[src/rtl/pipeline_pkg.sv]
// Shared pipeline types: interrupt sequencer state encoding, flag bit positions, vector default.
// Latency: n/a (types and constants only).
// Backpressure: n/a.
package pipeline_pkg;

  typedef enum logic [3:0] {
    IDLE,
    DRAIN,
    PUSH_HI,
    PUSH_LO,
    PUSH_FLG,
    VEC_RD,
    VEC_WAIT,
    POP_FLG,
    POP_LO,
    POP_HI,
    POP_WAIT
  } seq_state_t;

  // Flag register layout is {C, N, Z}.
  localparam int FLAG_C = 2;
  localparam int FLAG_N = 1;
  localparam int FLAG_Z = 0;

  localparam logic [31:0] DEFAULT_VECTOR_ADDR = 32'd0;

  // Stack word holding the flags, zero-extended into a 16-bit memory word.
  function automatic logic [15:0] flags_word(input logic [2:0] f);
    return {13'b0, f[FLAG_C], f[FLAG_N], f[FLAG_Z]};
  endfunction

endpackage

[src/rtl/edge_pending_latch.sv]
// Rising-edge detector on int_req feeding a set/clear pending flop.
// Latency: pending rises the cycle after the int_req edge; clear takes effect next cycle.
// Backpressure: none; a pending request is held until the sequencer consumes it, a new edge wins over clear.
module edge_pending_latch (
  input  logic clk,
  input  logic reset,
  input  logic int_req,
  input  logic clear,
  output logic pending
);

  logic int_req_d;
  logic int_rise;

  assign int_rise = int_req & ~int_req_d;

  // Remember the previous request level and hold pending until consumed.
  always_ff @(posedge clk) begin
    if (reset) begin
      int_req_d <= 1'b0;
      pending   <= 1'b0;
    end else begin
      int_req_d <= int_req;
      if (int_rise)
        pending <= 1'b1;
      else if (clear)
        pending <= 1'b0;
    end
  end

endmodule

[src/rtl/interrupt_sequencer.sv]
// Sequences interrupt entry (drain, push PC/flags, load vector) and RTI return (pop flags/PC). Option: INTERRUPT_NESTING_EN.
// Latency: entry pc_load 6 cycles after IDLE sees pending (+1 per busy DRAIN cycle); return pc_load 4 cycles after rti_req.
// Backpressure: DRAIN waits while pipe_mem_busy; stall/flush are held for the whole sequence.
module interrupt_sequencer
  import pipeline_pkg::*;
#(
  parameter logic [31:0] VECTOR_ADDR = DEFAULT_VECTOR_ADDR
) (
  input  logic        clk,
  input  logic        reset,
  input  logic        int_req,
  input  logic        rti_req,
  input  logic        pipe_mem_busy,
  input  logic [31:0] pc_next,
  input  logic [2:0]  flags,
  input  logic [15:0] mem_rdata,
  output logic        stall,
  output logic        flush,
  output logic        seq_push,
  output logic [15:0] seq_wdata,
  output logic        seq_pop,
  output logic        seq_read_vec,
  output logic        pc_load,
  output logic [31:0] pc_load_value,
  output logic        flags_restore_en,
  output logic [2:0]  flags_restore,
  output logic        in_handler,
  output logic        busy
);

  // The handler vector is a 16-bit word; the memory side decodes a 16-bit data address.
  if (VECTOR_ADDR[31:16] != 16'd0) begin : g_vector_addr_range
    $error("VECTOR_ADDR must fit a 16-bit data address");
  end

  seq_state_t  state;
  seq_state_t  next_state;
  logic [31:0] ret_pc;
  logic [15:0] pc_lo;
  logic        hold_q;
  logic        pending;
  logic        pend_clear;
  logic        entry_ok;

  edge_pending_latch u_pending (
    .clk     (clk),
    .reset   (reset),
    .int_req (int_req),
    .clear   (pend_clear),
    .pending (pending)
  );

  assign stall = hold_q;
  assign flush = hold_q;
  assign busy  = (state != IDLE);

`ifdef INTERRUPT_NESTING_EN
  logic [3:0] depth;

  assign entry_ok   = 1'b1;
  assign in_handler = (depth != 4'd0);

  // Nesting depth: entries count up, returns count down, saturating at both ends.
  always_ff @(posedge clk) begin
    if (reset)
      depth <= 4'd0;
    else if (state == VEC_WAIT && depth != 4'd15)
      depth <= depth + 4'd1;
    else if (state == POP_WAIT && depth != 4'd0)
      depth <= depth - 4'd1;
  end
`else
  assign entry_ok = ~in_handler;

  // Handler flag: set when the vector is loaded, cleared when the return PC is loaded.
  always_ff @(posedge clk) begin
    if (reset)
      in_handler <= 1'b0;
    else if (state == VEC_WAIT)
      in_handler <= 1'b1;
    else if (state == POP_WAIT)
      in_handler <= 1'b0;
  end
`endif

  // State register plus return-PC capture; stall/flush register follows the next state.
  always_ff @(posedge clk) begin
    if (reset) begin
      state  <= IDLE;
      ret_pc <= 32'd0;
      pc_lo  <= 16'd0;
      hold_q <= 1'b0;
    end else begin
      state  <= next_state;
      hold_q <= (next_state != IDLE);
      if (pend_clear)
        ret_pc <= pc_next;
      if (state == POP_HI)
        pc_lo <= mem_rdata;
    end
  end

  // Next-state and per-state datapath controls; RTI has priority over a pending entry.
  always_comb begin
    next_state       = state;
    pend_clear       = 1'b0;
    seq_push         = 1'b0;
    seq_wdata        = 16'd0;
    seq_pop          = 1'b0;
    seq_read_vec     = 1'b0;
    pc_load          = 1'b0;
    pc_load_value    = 32'd0;
    flags_restore_en = 1'b0;
    flags_restore    = 3'b000;
    case (state)
      IDLE: begin
        if (rti_req) begin
          next_state = POP_FLG;
        end else if (pending && entry_ok) begin
          next_state = DRAIN;
          pend_clear = 1'b1;
        end
      end
      DRAIN: begin
        if (!pipe_mem_busy)
          next_state = PUSH_HI;
      end
      PUSH_HI: begin
        seq_push   = 1'b1;
        seq_wdata  = ret_pc[31:16];
        next_state = PUSH_LO;
      end
      PUSH_LO: begin
        seq_push   = 1'b1;
        seq_wdata  = ret_pc[15:0];
        next_state = PUSH_FLG;
      end
      PUSH_FLG: begin
        seq_push   = 1'b1;
        seq_wdata  = flags_word(flags);
        next_state = VEC_RD;
      end
      VEC_RD: begin
        seq_read_vec = 1'b1;
        next_state   = VEC_WAIT;
      end
      VEC_WAIT: begin
        pc_load       = 1'b1;
        pc_load_value = {16'd0, mem_rdata};
        next_state    = IDLE;
      end
      POP_FLG: begin
        seq_pop    = 1'b1;
        next_state = POP_LO;
      end
      POP_LO: begin
        seq_pop          = 1'b1;
        flags_restore_en = 1'b1;
        flags_restore    = {mem_rdata[FLAG_C], mem_rdata[FLAG_N], mem_rdata[FLAG_Z]};
        next_state       = POP_HI;
      end
      POP_HI: begin
        seq_pop    = 1'b1;
        next_state = POP_WAIT;
      end
      POP_WAIT: begin
        pc_load       = 1'b1;
        pc_load_value = {mem_rdata, pc_lo};
        next_state    = IDLE;
      end
      default: next_state = IDLE;
    endcase
  end

endmodule

[config.mk]
export PLATFORM = sky130hd
export DESIGN_NAME = interrupt_sequencer
export DESIGN_NICKNAME = d
export VERILOG_FILES = /design/src/rtl/pipeline_pkg.sv /design/src/rtl/edge_pending_latch.sv /design/src/rtl/interrupt_sequencer.sv
export SDC_FILE = /design/constraint.sdc
export NUM_CORES = 1
export LEC_CHECK = 0
export ABC_AREA = 1
export BUFFER_PORTS_ARGS = -buffer_cell sky130_fd_sc_hd__buf_2
export CAP_MARGIN = 20
export CORE_MARGIN = 2
export CORE_UTILIZATION = 30
export CTS_CLUSTER_DIAMETER = 150
export CTS_CLUSTER_SIZE = 14
export DETAILED_ROUTE_END_ITERATION = 10
export PLACE_DENSITY = 0.61
export SYNTH_ARGS = -nofsm -noshare
export SYNTH_HDL_FRONTEND = slang
export SYNTH_SLANG_ARGS = --single-unit
[constraint.sdc]
create_clock -name clk -period 2.1 [get_ports clk]
set_input_delay 0.21 -clock clk [delete_from_list [all_inputs] [get_ports clk]]
set_output_delay 0.21 -clock clk [all_outputs]
set_load 0.1 [all_outputs]
# After elaboration in Yosys (flattened, before gate mapping)
# Cells that the tools add are included.
[word_totals] reg_bits=56 out_inout_bits=60
[classes] n_eq_ne=10 reduce_logical=9 bitwise=3 muxes=19
[ops] operator="32-bit case mux with 2 select lines" n=1
[ops] operator="16-bit case mux with 3 select lines" n=1
[ops] operator="4-bit case mux with 9 select lines" n=1
[ops] operator="4-bit by 3-bit == test with 1-bit output, second input constant" n=4
[ops] operator="4-bit == test, second input constant" n=3
[ops] operator="1-bit two-way mux" n=12
[ops] operator="4-bit two-way mux" n=3
[ops] operator="4-bit by 2-bit == test with 1-bit output, second input constant" n=2
[ops] operator="4-bit nonzero test" n=2
[ops] operator="3-bit OR reduction" n=2
[ops] operator="4-bit by 1-bit == test with 1-bit output, second input constant" n=1
[ops] operator="4-bit logical NOT" n=1
[ops] operator="2-bit nonzero test" n=2
[ops] operator="3-bit two-way mux" n=1
[ops] operator="1-bit NOT" n=2
[ops] operator="2-bit OR reduction" n=1
[ops] operator="1-bit bitwise AND" n=1
[ops] operator="1-bit logical AND" n=1

# Logic depth before layout (Yosys ltp)
[logic_depth] ltp_word=7 ltp_mapped=8 mapped_depth_nobuf=8

# Hierarchy
# A second synthesis with hierarchy kept.
[hier_totals] cells_unflattened=375 hier_area_um2=2625.0
[by_module_without_submodules] module="interrupt_sequencer" cells_per_inst=365 area_per_inst_um2=2547.4 instances=1 seq_area_each_um2=1081.0
[by_module_without_submodules] module="edge_pending_latch" cells_per_inst=10 area_per_inst_um2=77.6 instances=1 seq_area_each_um2=40.0

# Least setup slack after synthesis
# Ideal clock, no wire load.
[synth_path] kind="register to output" from="reg state[2]" to="out pc_load_value[10]" arrival_ns=3.069 path_stages_with_launch=6 t_required_ns=1.890 setup_slack_ns=-1.179 cell_sequence="dfxtp_1 > inv_1 > nor2_1 > nand2_2 > buf_2 > o21ai_0"
[synth_between] elab_chain_len=2
[synth_rtl] item="from (decl)" line_no="interrupt_sequencer.sv:36" source="seq_state_t state;"
[synth_rtl] item="from (signal assigned)" line_no="interrupt_sequencer.sv:94" source="state <= next_state;"
[synth_rtl] item="4-bit == test / 4-bit by 3-bit == test with 1-bit output (equally long branches)" line_no="interrupt_sequencer.sv:115" source="case (state)"
[synth_rtl] item="32-bit case mux with 2 select lines (*)" line_no="interrupt_sequencer.sv:115"
[synth_rtl] item="to (decl)" line_no="interrupt_sequencer.sv:24" source="output logic [31:0] pc_load_value,"
# Every way passes the cells marked *; elsewhere a longest branch is shown, timed or not.

# Worst setup path after layout
[layout_path] from="reg state[2]" to="out seq_wdata[1]"
[layout_between] elab_chain_len=2
[layout_rtl] item="4-bit by 3-bit == test with 1-bit output / 4-bit by 2-bit == test with 1-bit output (equally long branches)" line_no="interrupt_sequencer.sv:115"
[layout_rtl] item="16-bit case mux with 3 select lines (*)" line_no="interrupt_sequencer.sv:115"
[layout_rtl] item="to (decl)" line_no="interrupt_sequencer.sv:20" source="output logic [15:0] seq_wdata,"
# Marks and branches as above.

==> key figures <==
Routing
  – Final WL: 7758 um
  – Vias per inst: 4.919
  – Initial DRC count: 124
  – Drt first pass iters: 5
  – Vias post-DR: 2853
  – DR WL/cell: 13.38 um
  – Antenna-violating nets left: 0
  – Drt drc: 0

Min path
  – Hold Path Stages: 3
  – Hold Crit Endpoint: ret_pc[30]
  – Hold crit path type: input pin to register
  – Hold path startpoint: pc_next[30]

Clocking
  – Post-CTS Hold Buffers: 0
  – Post-CTS Repair Setup Buffers: 0
  – Clock Latency Late Sink: 0.30 ns
  – Clock transition at path regs: 0.10 ns
  – Clock buffers created by TritonCTS: 5
  – TritonCTS sink count: 56
  – H-tree level count: 2
  – CTS root buffer: clkbuf_8
  – Bufs on Longest Clock Path: 2
  – CTS tree: done

Die
  – Core ar.: 0.008299 mm^2
  – DIE HEIGHT: 97.19 um
  – I/O Pins: 116
  – Initial Util: 0.3139
  – Die span in x: 97.19 um
  – Die area: 0.009445 mm^2
  – Rows: 33

Power
  – Switch share: 0.5204
  – Peak supply drop: 0.0007116 V
  – Sequential share of power: 0.295
  – Cell-internal power: 0.002177 W
  – Combinational share of power: 0.569
  – Power Dens Cells: 1089 mW/mm^2
  – Clock group share of total power: 0.136
  – Total power: 0.004539 W
  – Psw: 0.002362 W
  – Static Leak: 1.946 nW

Timing
  – Final Cycle Share: 0.9465
  – Min Hold Slack: 0.1226 ns
  – Fin crit period: 1.988 ns
  – Pins Over Slew Limit: 0
  – TNS Setup: 0 ns
  – Tightest Pin Transition: 0.9816 ns
  – Worst Skew: 0.004261 ns
  – # setup viols final: 0
  – Slew margin rel.: 0.3449
  – Max Fclk: 503.1 MHz
  – Final hold violations: 0

Yosys
  – Number of synthesized flops with an enable pin: 0
  – Syn Std Cell Area: 0.002605 mm^2
  – Share of the synthesized area in the top cell type: 0.4304
  – Average cell area after synthesis: 7.060 um^2
  – Most common cell in the netlist: nor2_1
  – Primary FF master, synth: dfxtp_1
  – Syn_nets: 425
  – Post-synth top area cell: dfxtp_1
  – Sequential fraction of the synthesis area: 0.4304
  – Unique masters post-synth: 19
  – Synth cell count leaders: nor2_1, o21ai_0, dfxtp_1
  – Mapped Cells: 369
  – Ys Warns: 0
  – Synthesis-stage register bit count: 56
  – Largest cells by area after synthesis: dfxtp_1, nor2_1, o21ai_0
  – Post-synth ARST share: 0

Setup path
  – Startpoint Class: register
  – Worst path bufs/invs: 3
  – Capturing point of the worst reg2reg path: u_pending.pending
  – Max stage delay on crit path: 0.48 ns
  – Critical path capture point type: output pin
  – CP top delay family: simple AND/OR/NAND/NOR gates
  – Max stage delay cell, worst path: dfxtp_1
  – Crit path kind: register to output pin
  – Reg2reg start: state[0]
  – Critical Path, Cell by Cell: inv_1 -> nor2_2 -> nand2_1 -> inv_1 -> nand2_1 -> nand3_1 -> buf_12
  – Worst-path fanout max: 4
  – FF-to-FF setup slack: 0.33 ns
  – R2R depth: 6
  – Worst EP arrival: 1.78 ns
  – Worst Path Required: 1.89 ns

Cells and area
  – Ant. Diodes: 0
  – NumNets Final: 530
  – Synth-to-layout area growth: 59.99%
  – Layout Cells excl Fill: 580
  – Fill cells: 820
  – Share of layout cells above drive strength 1: 0.3137

Global routing
  – Vias in the first global route: 2745
  – Pin count of the biggest net entering global routing: 34
  – Met2 Use GR: 0.2676
  – Grt total ovfl: 0
  – Met3 Use GR: 0.03885
  – Initial antenna violation count: 0
  – Gr busiest metal: met2
  – Gr usage total: 0.1620
  – Global-route wire length before repair: 13040 um
  – Global Route met1 Usage: 0.2148

Placement
  – Post-DP HPWL: 5673 um
  – Placed insts: 572
  – I/O Buffers: 115
  – GP Congestion: 0.8821

Job
  – Max-cap violations: 0

Outcome
  – Status: finished clean
==> cell families (layout without fill, tap and decap cells) <==
group | after synthesis | count (layout) | share of synthesized area
simple gates | 157 | 157 | 0.2546
compound gates | 98 | 98 | 0.2133
buf+inv | 58 | 164 | 0.1018
flops | 56 | 56 | 0.4304
==> power groups by stage <==
stage	Clock (W)	Combinational (W)	Sequential, W
after floorplan	0	0.00176	0.00142
after global placement	0	0.00253	0.00134
after detailed placement	0	0.00256	0.00135
after CTS	0.000636	0.00256	0.00133
after global routing	0.000679	0.00273	0.00136
final	0.000616	0.00258	0.00134
==> how the worst max path moves through the flow <==
stage	startpoint	endpoint	slack (ns)	cells after the start
after floorplan	state[1]	pc_load_value[10]	-0.46	5
after global placement	state[2]	pc_load_value[9]	0.40	5
after detailed placement	state[2]	u_pending.pending	0.35	6
after CTS	state[2]	pc_load_value[9]	0.007	5
after global routing	state[2]	seq_wdata[1]	-0.01	7
final	state[2]	seq_wdata[1]	0.11	7
==> tightest hold or removal path: cells and delay by family <==
kind | cells | cell delay [ns]
buffers and inverters | 1 | 0.08
AND/OR/NAND/NOR | 2 | 0.11
==> layout by cell type, fill, tap and decap left out, types with 13 or more instances in the layout <==
cell | Yosys | final
buf_2 | 11 | 61
inv_1 | 32 | 32
nand2_1 | 28 | 28
buf_12 | 0 | 54
o21ai_0 | 66 | 50
dfxtp_1 | 56 | 56
nor2_1 | 92 | 83
a21oi_1 | 19 | 19
o21ai_1 | 0 | 16
a32o_1 | 13 | 13
nand3_1 | 28 | 28
==> registers in the layout (all words and copies together) (netlist names) <==
register             cells
flush                    1
in_handler               1
pc_lo                   16
ret_pc                  32
state                    4
u_pending.int_req_d      1
u_pending.pending        1
==> final cells by class <==
type | count | area, um^2 | share of cell area
inverters | 34 | 127.6 | 0.03062
multi-input cells | 255 | 1256 | 0.3014
clock inverters | 2 | 10.01 | 0.002402
flip-flops and latches | 56 | 1121 | 0.2690
well taps | 105 | 131.4 | 0.03152
repair buffers | 122 | 1439 | 0.3452
clock buffers | 6 | 82.58 | 0.01981
==> what timing repair did <==
item	CTS	global route
resized for setup	0	5
setup endpoints to repair	0	43
endpoints found under the hold margin	0	0
==> metal layers <==
metal  share of wire  vias up
li1                -     1422
met1            0.46     1287
met2            0.46      134
met3           0.083       10
met4          0.0070        0
met5               0        -
==> metrics by stage <==
stage	util	setup WS, ns	cell area (um^2)
2_1_floorplan	-	-0.4575	2625
3_3_place_gp	0.4886	0.3994	4055
3_5_place_dp	0.4886	0.3477	4055
4_1_cts	0.4998	0.006665	4148
5_1_grt	0.5022	-0.01109	4168
6_report	0.5022	0.1123	4168
Power figures use the tool's default switching activity.
